File: src/rtl/uart_pkg.sv
// Shared UART definitions: receiver FSM states, frame width and default clocking.
package uart_pkg;

  localparam int UART_DATA_BITS     = 8;
  localparam int UART_CLK_FREQ_HZ   = 50_000_000;
  localparam int UART_BAUD_RATE     = 115_200;
  localparam int UART_CLKS_PER_BIT  = UART_CLK_FREQ_HZ / UART_BAUD_RATE;

  typedef enum logic [2:0] {
    ST_IDLE  = 3'd0,
    ST_START = 3'd1,
    ST_DATA  = 3'd2,
    ST_STOP  = 3'd3,
    ST_BREAK = 3'd4
  } rx_state_t;

endpackage

File: src/rtl/uart_rx_if.sv
// Receiver-facing bundle: serial line in, byte holding register and status pulses out.
interface uart_rx_if;

  logic                                rx;
  logic [uart_pkg::UART_DATA_BITS-1:0] data;
  logic                                valid;
  logic                                ready;
  logic                                frame_err;
  logic                                overrun;

  modport master (
    input  rx,
    input  ready,
    output data,
    output valid,
    output frame_err,
    output overrun
  );

  modport slave (
    output rx,
    output ready,
    input  data,
    input  valid,
    input  frame_err,
    input  overrun
  );

endinterface

File: src/rtl/sync_2ff.sv
// Generic two-flop synchronizer for a single asynchronous bit with a selectable reset value.
module sync_2ff #(
  parameter logic RESET_VALUE = 1'b0
) (
  input  logic clock,
  input  logic reset,
  input  logic d,
  output logic q
);

  logic meta_r;
  logic sync_r;

  // Two-stage capture; the first stage may go metastable, the second gives it a cycle to settle.
  always_ff @(posedge clock or posedge reset) begin
    if (reset) begin
      meta_r <= RESET_VALUE;
      sync_r <= RESET_VALUE;
    end else begin
      meta_r <= d;
      sync_r <= meta_r;
    end
  end

  assign q = sync_r;

endmodule

File: src/rtl/uart_rx.sv
// 8N1 UART receiver: mid-bit sampling FSM feeding a single-entry valid/ready holding register.
module uart_rx
  import uart_pkg::*;
#(
  parameter int CLKS_PER_BIT = UART_CLKS_PER_BIT
) (
  input  logic      clock,
  input  logic      reset,
  uart_rx_if.master bus
);

  localparam int HALF  = CLKS_PER_BIT / 2;
  localparam int CNT_W = $clog2(CLKS_PER_BIT);
  localparam int DW    = UART_DATA_BITS;

  logic            rx_s;
  rx_state_t       state_r, state_s;
  logic [CNT_W-1:0] cnt_r, cnt_s;
  logic [2:0]      bit_idx_r, bit_idx_s;
  logic [DW-1:0]   shift_r, shift_s;
  logic            half_hit_s;
  logic            full_hit_s;
  logic            complete_s;
  logic            stop_bad_s;
  logic            accept_s;
  logic [DW-1:0]   data_r;
  logic            valid_r;
  logic            frame_err_r;
  logic            overrun_r;

  // Idle-high line, so the synchronizer must come out of reset reading 1.
  sync_2ff #(.RESET_VALUE(1'b1)) u_sync (
    .clock (clock),
    .reset (reset),
    .d     (bus.rx),
    .q     (rx_s)
  );

  assign half_hit_s = (cnt_r == CNT_W'(HALF - 1));
  assign full_hit_s = (cnt_r == CNT_W'(CLKS_PER_BIT - 1));
  assign accept_s   = valid_r & bus.ready;

  // FSM, bit-period counter, bit index and shift register state.
  always_ff @(posedge clock or posedge reset) begin
    if (reset) begin
      state_r   <= ST_IDLE;
      cnt_r     <= '0;
      bit_idx_r <= 3'd0;
      shift_r   <= '0;
    end else begin
      state_r   <= state_s;
      cnt_r     <= cnt_s;
      bit_idx_r <= bit_idx_s;
      shift_r   <= shift_s;
    end
  end

  // Next-state logic; the counter restarts at every sample point so samples stay mid-bit.
  always_comb begin
    state_s    = state_r;
    cnt_s      = cnt_r + CNT_W'(1);
    bit_idx_s  = bit_idx_r;
    shift_s    = shift_r;
    complete_s = 1'b0;
    stop_bad_s = 1'b0;
    case (state_r)
      ST_IDLE: begin
        cnt_s = '0;
        if (!rx_s) begin
          state_s = ST_START;
        end else begin
          state_s = ST_IDLE;
        end
      end
      ST_START: begin
        if (half_hit_s) begin
          cnt_s = '0;
          if (rx_s) begin
            state_s = ST_IDLE;
          end else begin
            state_s   = ST_DATA;
            bit_idx_s = 3'd0;
          end
        end else begin
          state_s = ST_START;
        end
      end
      ST_DATA: begin
        if (full_hit_s) begin
          cnt_s   = '0;
          shift_s = {rx_s, shift_r[DW-1:1]};
          if (bit_idx_r == 3'd7) begin
            state_s = ST_STOP;
          end else begin
            bit_idx_s = bit_idx_r + 3'd1;
          end
        end else begin
          state_s = ST_DATA;
        end
      end
      ST_STOP: begin
        if (full_hit_s) begin
          cnt_s = '0;
          if (rx_s) begin
            complete_s = 1'b1;
            state_s    = ST_IDLE;
          end else begin
            stop_bad_s = 1'b1;
            state_s    = ST_BREAK;
          end
        end else begin
          state_s = ST_STOP;
        end
      end
      ST_BREAK: begin
        // A line held low must return high before another start bit is accepted.
        cnt_s = '0;
        if (rx_s) begin
          state_s = ST_IDLE;
        end else begin
          state_s = ST_BREAK;
        end
      end
      default: begin
        cnt_s   = '0;
        state_s = ST_IDLE;
      end
    endcase
  end

  // Holding register and status pulses; a completion may refill a slot emptied in the same cycle.
  always_ff @(posedge clock or posedge reset) begin
    if (reset) begin
      data_r      <= '0;
      valid_r     <= 1'b0;
      frame_err_r <= 1'b0;
      overrun_r   <= 1'b0;
    end else begin
      frame_err_r <= stop_bad_s;
      overrun_r   <= 1'b0;
      if (complete_s) begin
        if (!valid_r || bus.ready) begin
          data_r  <= shift_r;
          valid_r <= 1'b1;
        end else begin
          overrun_r <= 1'b1;
        end
      end else if (accept_s) begin
        valid_r <= 1'b0;
      end else begin
        valid_r <= valid_r;
      end
    end
  end

  assign bus.data      = data_r;
  assign bus.valid     = valid_r;
  assign bus.frame_err = frame_err_r;
  assign bus.overrun   = overrun_r;

endmodule

File: src/flat_wrapper.sv
// flat-port wrapper written by rule: the top's interface ports become plain ports
module uart_rx_flat import uart_pkg::*;
#(
  parameter int CLKS_PER_BIT = UART_CLKS_PER_BIT
)
  (clock, reset, bus_rx, bus_ready, bus_data, bus_valid, bus_frame_err, bus_overrun);
  uart_rx_if bus_i ();
  input  logic clock;
  input  logic reset;
  input wire logic [$bits(bus_i.rx)-1:0] bus_rx;
  input wire logic [$bits(bus_i.ready)-1:0] bus_ready;
  output wire logic [$bits(bus_i.data)-1:0] bus_data;
  output wire logic [$bits(bus_i.valid)-1:0] bus_valid;
  output wire logic [$bits(bus_i.frame_err)-1:0] bus_frame_err;
  output wire logic [$bits(bus_i.overrun)-1:0] bus_overrun;
  assign bus_i.rx = bus_rx;
  assign bus_i.ready = bus_ready;
  assign bus_data = bus_i.data;
  assign bus_valid = bus_i.valid;
  assign bus_frame_err = bus_i.frame_err;
  assign bus_overrun = bus_i.overrun;
  uart_rx #(.CLKS_PER_BIT(CLKS_PER_BIT)) u_core (.clock(clock), .reset(reset), .bus(bus_i));
endmodule
File: config.mk
export PLATFORM = sky130hd
export DESIGN_NAME = uart_rx_flat
export DESIGN_NICKNAME = d
export VERILOG_FILES = /design/src/rtl/uart_pkg.sv /design/src/rtl/uart_rx_if.sv /design/src/rtl/sync_2ff.sv /design/src/rtl/uart_rx.sv /design/src/flat_wrapper.sv
export SDC_FILE = /design/constraint.sdc
export NUM_CORES = 1
export LEC_CHECK = 0
export ABC_AREA = 1
export CAP_MARGIN = 20
export CORE_MARGIN = 2
export CORE_UTILIZATION = 40
export DETAILED_ROUTE_END_ITERATION = 7
export GPL_TIMING_DRIVEN = 0
export PLACE_DENSITY = 0.61
export SYNTH_ARGS = -nofsm -noshare
export SYNTH_HDL_FRONTEND = slang
export SYNTH_HIERARCHICAL = 1
export SYNTH_SLANG_ARGS = --single-unit
File: constraint.sdc
create_clock -name clock -period 1.73 [get_ports clock]
set_input_delay 0.173 -clock clock [delete_from_list [all_inputs] [get_ports clock]]
set_output_delay 0.173 -clock clock [all_outputs]
set_load 0.005 [all_outputs]
# Word level (Yosys, flattened, before mapping)
# Index checks and enable logic that the tools add are counted.
[word_totals] reg_bits=36 latchBits=0 ram_bits=0 romBits=0 elab_cells=63 n_memories=0
[classes] add_sub_neg=2 n_mul=0 div=0 magnitude_cmp=0 eq_ne=13 n_shift=0 n_mux=27 bitwise_logic=1 reduce_logical=10
[ops] cell="two-way mux 3 bit" n=8
[ops] cell="two-way mux 9 bit" n=2
[ops] cell="one-hot mux 9 bit (2 select lines)" n=1
[ops] cell="one-hot mux 3 bit (5 select lines)" n=1
[ops] cell="two-way mux 1 bit" n=12
[ops] cell="adder 9 x 1 -> 9 bit (second input constant)" n=1
[ops] cell="== test 9 x 8 -> 1 bit (second input constant)" n=1
[ops] cell="== test 9 bit (second input constant)" n=1
[ops] cell="== test 3 x 2 -> 1 bit (second input constant)" n=2
[ops] cell="== test 3 bit (second input constant)" n=2
[ops] cell="!= test 2 bit (second input constant)" n=3
[ops] cell="one-hot mux 3 bit (2 select lines)" n=1
[ops] cell="AND reduction 2 bit" n=3
[ops] cell="AND reduction 5 bit" n=1
[ops] cell="two-way mux 2 bit" n=2
[ops] cell="!= test 2 x 1 -> 1 bit (second input constant)" n=2
[ops] cell="nonzero test 2 bit" n=2
[ops] cell="adder 3 x 1 -> 3 bit (second input constant)" n=1
[ops] cell="== test 3 x 1 -> 1 bit (second input constant)" n=1
[ops] cell="zero test 3 bit" n=1
[ops] cell="!= test 3 bit (second input constant)" n=1
[ops] cell="OR reduction 2 bit" n=1
[ops] cell="AND 1 bit" n=1
[ops] cell="zero test 1 bit" n=1
[ops] cell="logical OR 1 bit" n=1

# Longest topological paths before layout
[depth] depth_word=5 depth_mapped=10 ltp_nobuf=9

# By module
# The synthesis kept the hierarchy.
[by_module_without_submodules] mod="uart_rx" instances=1 cells_per_inst=198 area_per_inst_um2=1702.9
[by_module_without_submodules] mod="sync_2ff" instances=1 cells_per_inst=3 area_per_inst_um2=56.3

# Worst setup path after synthesis
# Ideal clock, no wire load.
[synth_timing] path_type="register -> register" start="register u_core.cnt_r[1]" end="register u_core.data_r[1] (netlist: u_core/bus.data[1])" arrival_ns=1.305 t_required_ns=1.612 path_slack_ns=0.307 path_stages_with_launch=11 path_buffers=1 period_less_slack_ns=1.423 path_cell_list="dfrtp_1 > inv_1 > ha_1 > nand2_1 > nor2_4 > nand2_4 > clkinv_2 > nand3_4 > buf_6 > nand2_2 > o21ai_2"
[synth_between] elab_chain_cells=4
[synth_lines] item="start: declaration" line="uart_rx.sv:18" text="logic [CNT_W-1:0] cnt_r, cnt_s;"
[synth_lines] item="start signal: assignment" line="uart_rx.sv:52" text="cnt_r <= cnt_s;"
[synth_lines] item="== test 9 bit" line="uart_rx.sv:40" text="assign full_hit_s = (cnt_r == CNT_W'(CLKS_PER_BIT - 1));"
[synth_lines] item="two-way mux 1 bit" line="uart_rx.sv:102" text="if (full_hit_s) begin"
[synth_lines] item="two-way mux 1 bit" line="uart_rx.sv:66" text="case (state_r)"
[synth_lines] item="AND reduction 2 bit (no line)"
[synth_lines] item="end signal: assignment" line="uart_rx.sv:143" text="data_r <= shift_r;"
[synth_lines] item="end: declaration" line="uart_rx.sv:26" text="logic [DW-1:0] data_r;"
# No other way between the ends.
# A chain may end at the register's enable or synchronous reset.

# Worst setup path in the final report
# Same ends and word-level chain as after synthesis.

==> run summary <==
status: finished clean
clk sinks: 36
Distinct cells, synth: 25
Worst slew margin: 51.1%
Seq/Total Area, Yosys: 51.4%
Crit. End Element: flop
post-CTS setup buffers: 0
Cell Pwr Density: 759 nW/um^2
post-cts resize count: 0
Filler Cell Count: 446
DR vias/cell: 4.64
most common cell after layout, fill and taps aside: nand2_1
vias after detailed routing: 1,280
ant diodes: 0
f_max: 0.640 GHz
Total GRT Usage: 14.1%
Worst-Margin Slew: 0.733 ns
die height: 70.3 um
Pre-antenna DRT Iters: 4
final non-filler cell area: 2100 um^2
worst-path maximum fanout: 10
CP peak stage delay: 0.40 ns
synthesized flop and latch total: 36
Pint: 1.29 mW
initial antenna violation count: 0
Hold Vio Cnt, Final: 0
fin. max-slew vios: 0
crit path cell chain: inv_1, ha_1, nand2_1, nor2_4, nand2_4, clkinv_2, nand3_4, buf_6, nand2_2, o21ai_2
post-synthesis net count: 210
largest net degree at the start of global routing: 19
CTS tree: done
number of port buffers: 14
CTS H-Tree Depth: 2
# Max-Cap Violations: 0
wire per inst: 10.8 um
Hold Crit Class: input port to asynchronous set/reset pin
Num CTS Buffers: 5
grt ovf: 0
Worst Skew: 0.00620 ns
Post-DP Area: 1990 um^2
Yosys top cell by area: dfrtp_1
post-route ant nets: 0
Tmin final: 1.56 ns
Clock power frac: 44.7%
Clock transition at path regs: 0.07 ns
setup TNS: 0 ns
DP HPWL: 2310 um
share of the synthesized area in the top cell type: 48.4%
Comb pwr share: 2.2%
Area growth syn-to-layout: 19.3%
Sequential Area: 903 um^2
WP data arrival: 1.74 ns
Final period util: 90.4%
Iter 0 DRT Violations: 60
RSZ-0062 raised after global routing: no
Multi-input gate area: 704 um^2
CTS Buffer Depth: 2
cell area after synthesis: 1760 um^2
Area contributors post-synth: dfrtp_1, nand2_1, o21ai_2, inv_1, nor2_1
number of global-route vias before repair: 1,203
share of cells above drive strength 1: 17.4%
critical path's slowest cell: dfrtp_1
most frequent cells in the layout: nand2_1, dfrtp_1, inv_1, nor2_1
final number of setup-violating endpoints: 0
Synth Warn #: 6
worst setup path class: flop to flop
# DRC: 0
clock root buffer: clkbuf_8
first-pass GRT wire length: 5430 um
Core Rows: 24
num ports: 15
switching portion of total power: 19.3%
leakage: 1.04 nW
Syn Area/Cell: 8.75 um^2
CORE AREA: 4290 um^2
insertion delay to the later sink of the worst-skew pair: 0.28 ns
CTS Hold Bufs: 0
Post-layout nets: 232
Total Power: 1.59 mW
drt total wl: 2970 um
Critical Path RT: 1.91 ns
Seq pwr share: 53.2%
nature of the critical path startpoint: flop
P_sw: 0.308 mW
Cells after Synth: 201
Die ar.: 4940 um^2
Starting Density: 41.0%
Die X-Extent: 70.3 um
routability cong.: 0.872
worst vdd ir: 0.503 mV
-- metal layers --
metal  GRT usage [%]  share of wire (%)  wire length, um  up-vias
met3            4.76                3.5              103        6
met1            20.0                 51             1520      595
met4            6.41                2.2               66        0
met5               0                  0                0        -
met2            19.2                 43             1280       18
li1                -                  -                -      661
-- worst max-delay path, delay by kind of cell, from the launching register on --
| family | cells | cell delay (ns) |
|---|---|---|
| simple gates | 5 | 0.50 |
| flops | 1 | 0.40 |
| buf+inv | 3 | 0.34 |
| fa+ha+maj | 1 | 0.19 |
| compound gates | 1 | 0.04 |
-- sequential cells by signal (all words and copies together), names as in the netlist --
name	cells
u_core/shift_r	8
u_core/bit_idx_r	3
u_core/u_sync/q	1
u_core/state_r	3
u_core/bus.valid	1
u_core/bus.overrun	1
u_core/bus.data	8
u_core/cnt_r	9
u_core/u_sync/meta_r	1
u_core/bus.frame_err	1
-- power by group through the flow --
stage / sequential (mW) / clock (mW) / combinational, mW
after floorplan: 0.863 / 0 / 0.0155
after global placement: 0.863 / 0 / 0.0283
after detailed placement: 0.863 / 0 / 0.0364
after CTS: 0.847 / 0.740 / 0.0362
after global routing: 0.847 / 0.792 / 0.0396
final: 0.848 / 0.712 / 0.0343
-- layout make-up --
class / instances / area share, %
Clock buffer: 6 / 3.46
Timing Repair Buffer: 15 / 7.99
Tap cell: 52 / 3.10
Inverter: 34 / 6.14
Sequential cell: 36 / 43.0
Buffer: 2 / 1.07
Clock inverter: 2 / 1.67
Multi-Input combinational cell: 129 / 33.6
-- cells in the mapped netlist (all sizes together) --
cell type,n
a21oi,1
nor2,25
xnor2,1
inv,33
xor2,3
nor3,6
clkinv,1
nand3,11
o21ai,19
nand2,55
nand4,2
o22ai,1
dfstp,2
ha,5
dfrtp,34
buf,2
-- path summary, 6_finish.rpt --
| kind | cells past startpoint | from | slack (ns) | end |
|---|---|---|---|---|
| min in group clock | 1 | bus_rx | 0.29 | u_core/u_sync/meta_r |
| setup reg to reg | 10 | u_core/cnt_r[1] | 0.17 | u_core/bus.data[1] |
| hold reg to reg | 0 | u_core/u_sync/meta_r | 0.36 | u_core/u_sync/q |
| hold / removal | 2 | reset | 0.23 | u_core/u_sync/meta_r |
| setup / recovery | 10 | u_core/cnt_r[1] | 0.17 | u_core/bus.data[1] |
| max in group asynchronous | 3 | reset | 0.86 | u_core/cnt_r[7] |
-- cells by family after synthesis --
group	after synthesis	synth area share, %
AND/OR/NAND/NOR	99	25.5
buffers and inverters	36	8.61
flip-flops	36	51.4
AO/OA/AOI/OAI	21	9.03
adder cells (fa/ha/maj)	5	3.56
XOR/XNOR	4	1.99
-- through the flow --
step	setup WS (ns)	util, %	std cells	hold slack (ns)
floorplan	0.307	-	201	0.0845
global placement	-0.0626	45.7	267	0.346
detailed placement	0.145	46.4	268	0.353
CTS	0.132	48.9	276	0.221
global route	0.0114	48.9	276	0.253
finish	0.167	48.9	276	0.230
Power figures use the tool's default switching activity.
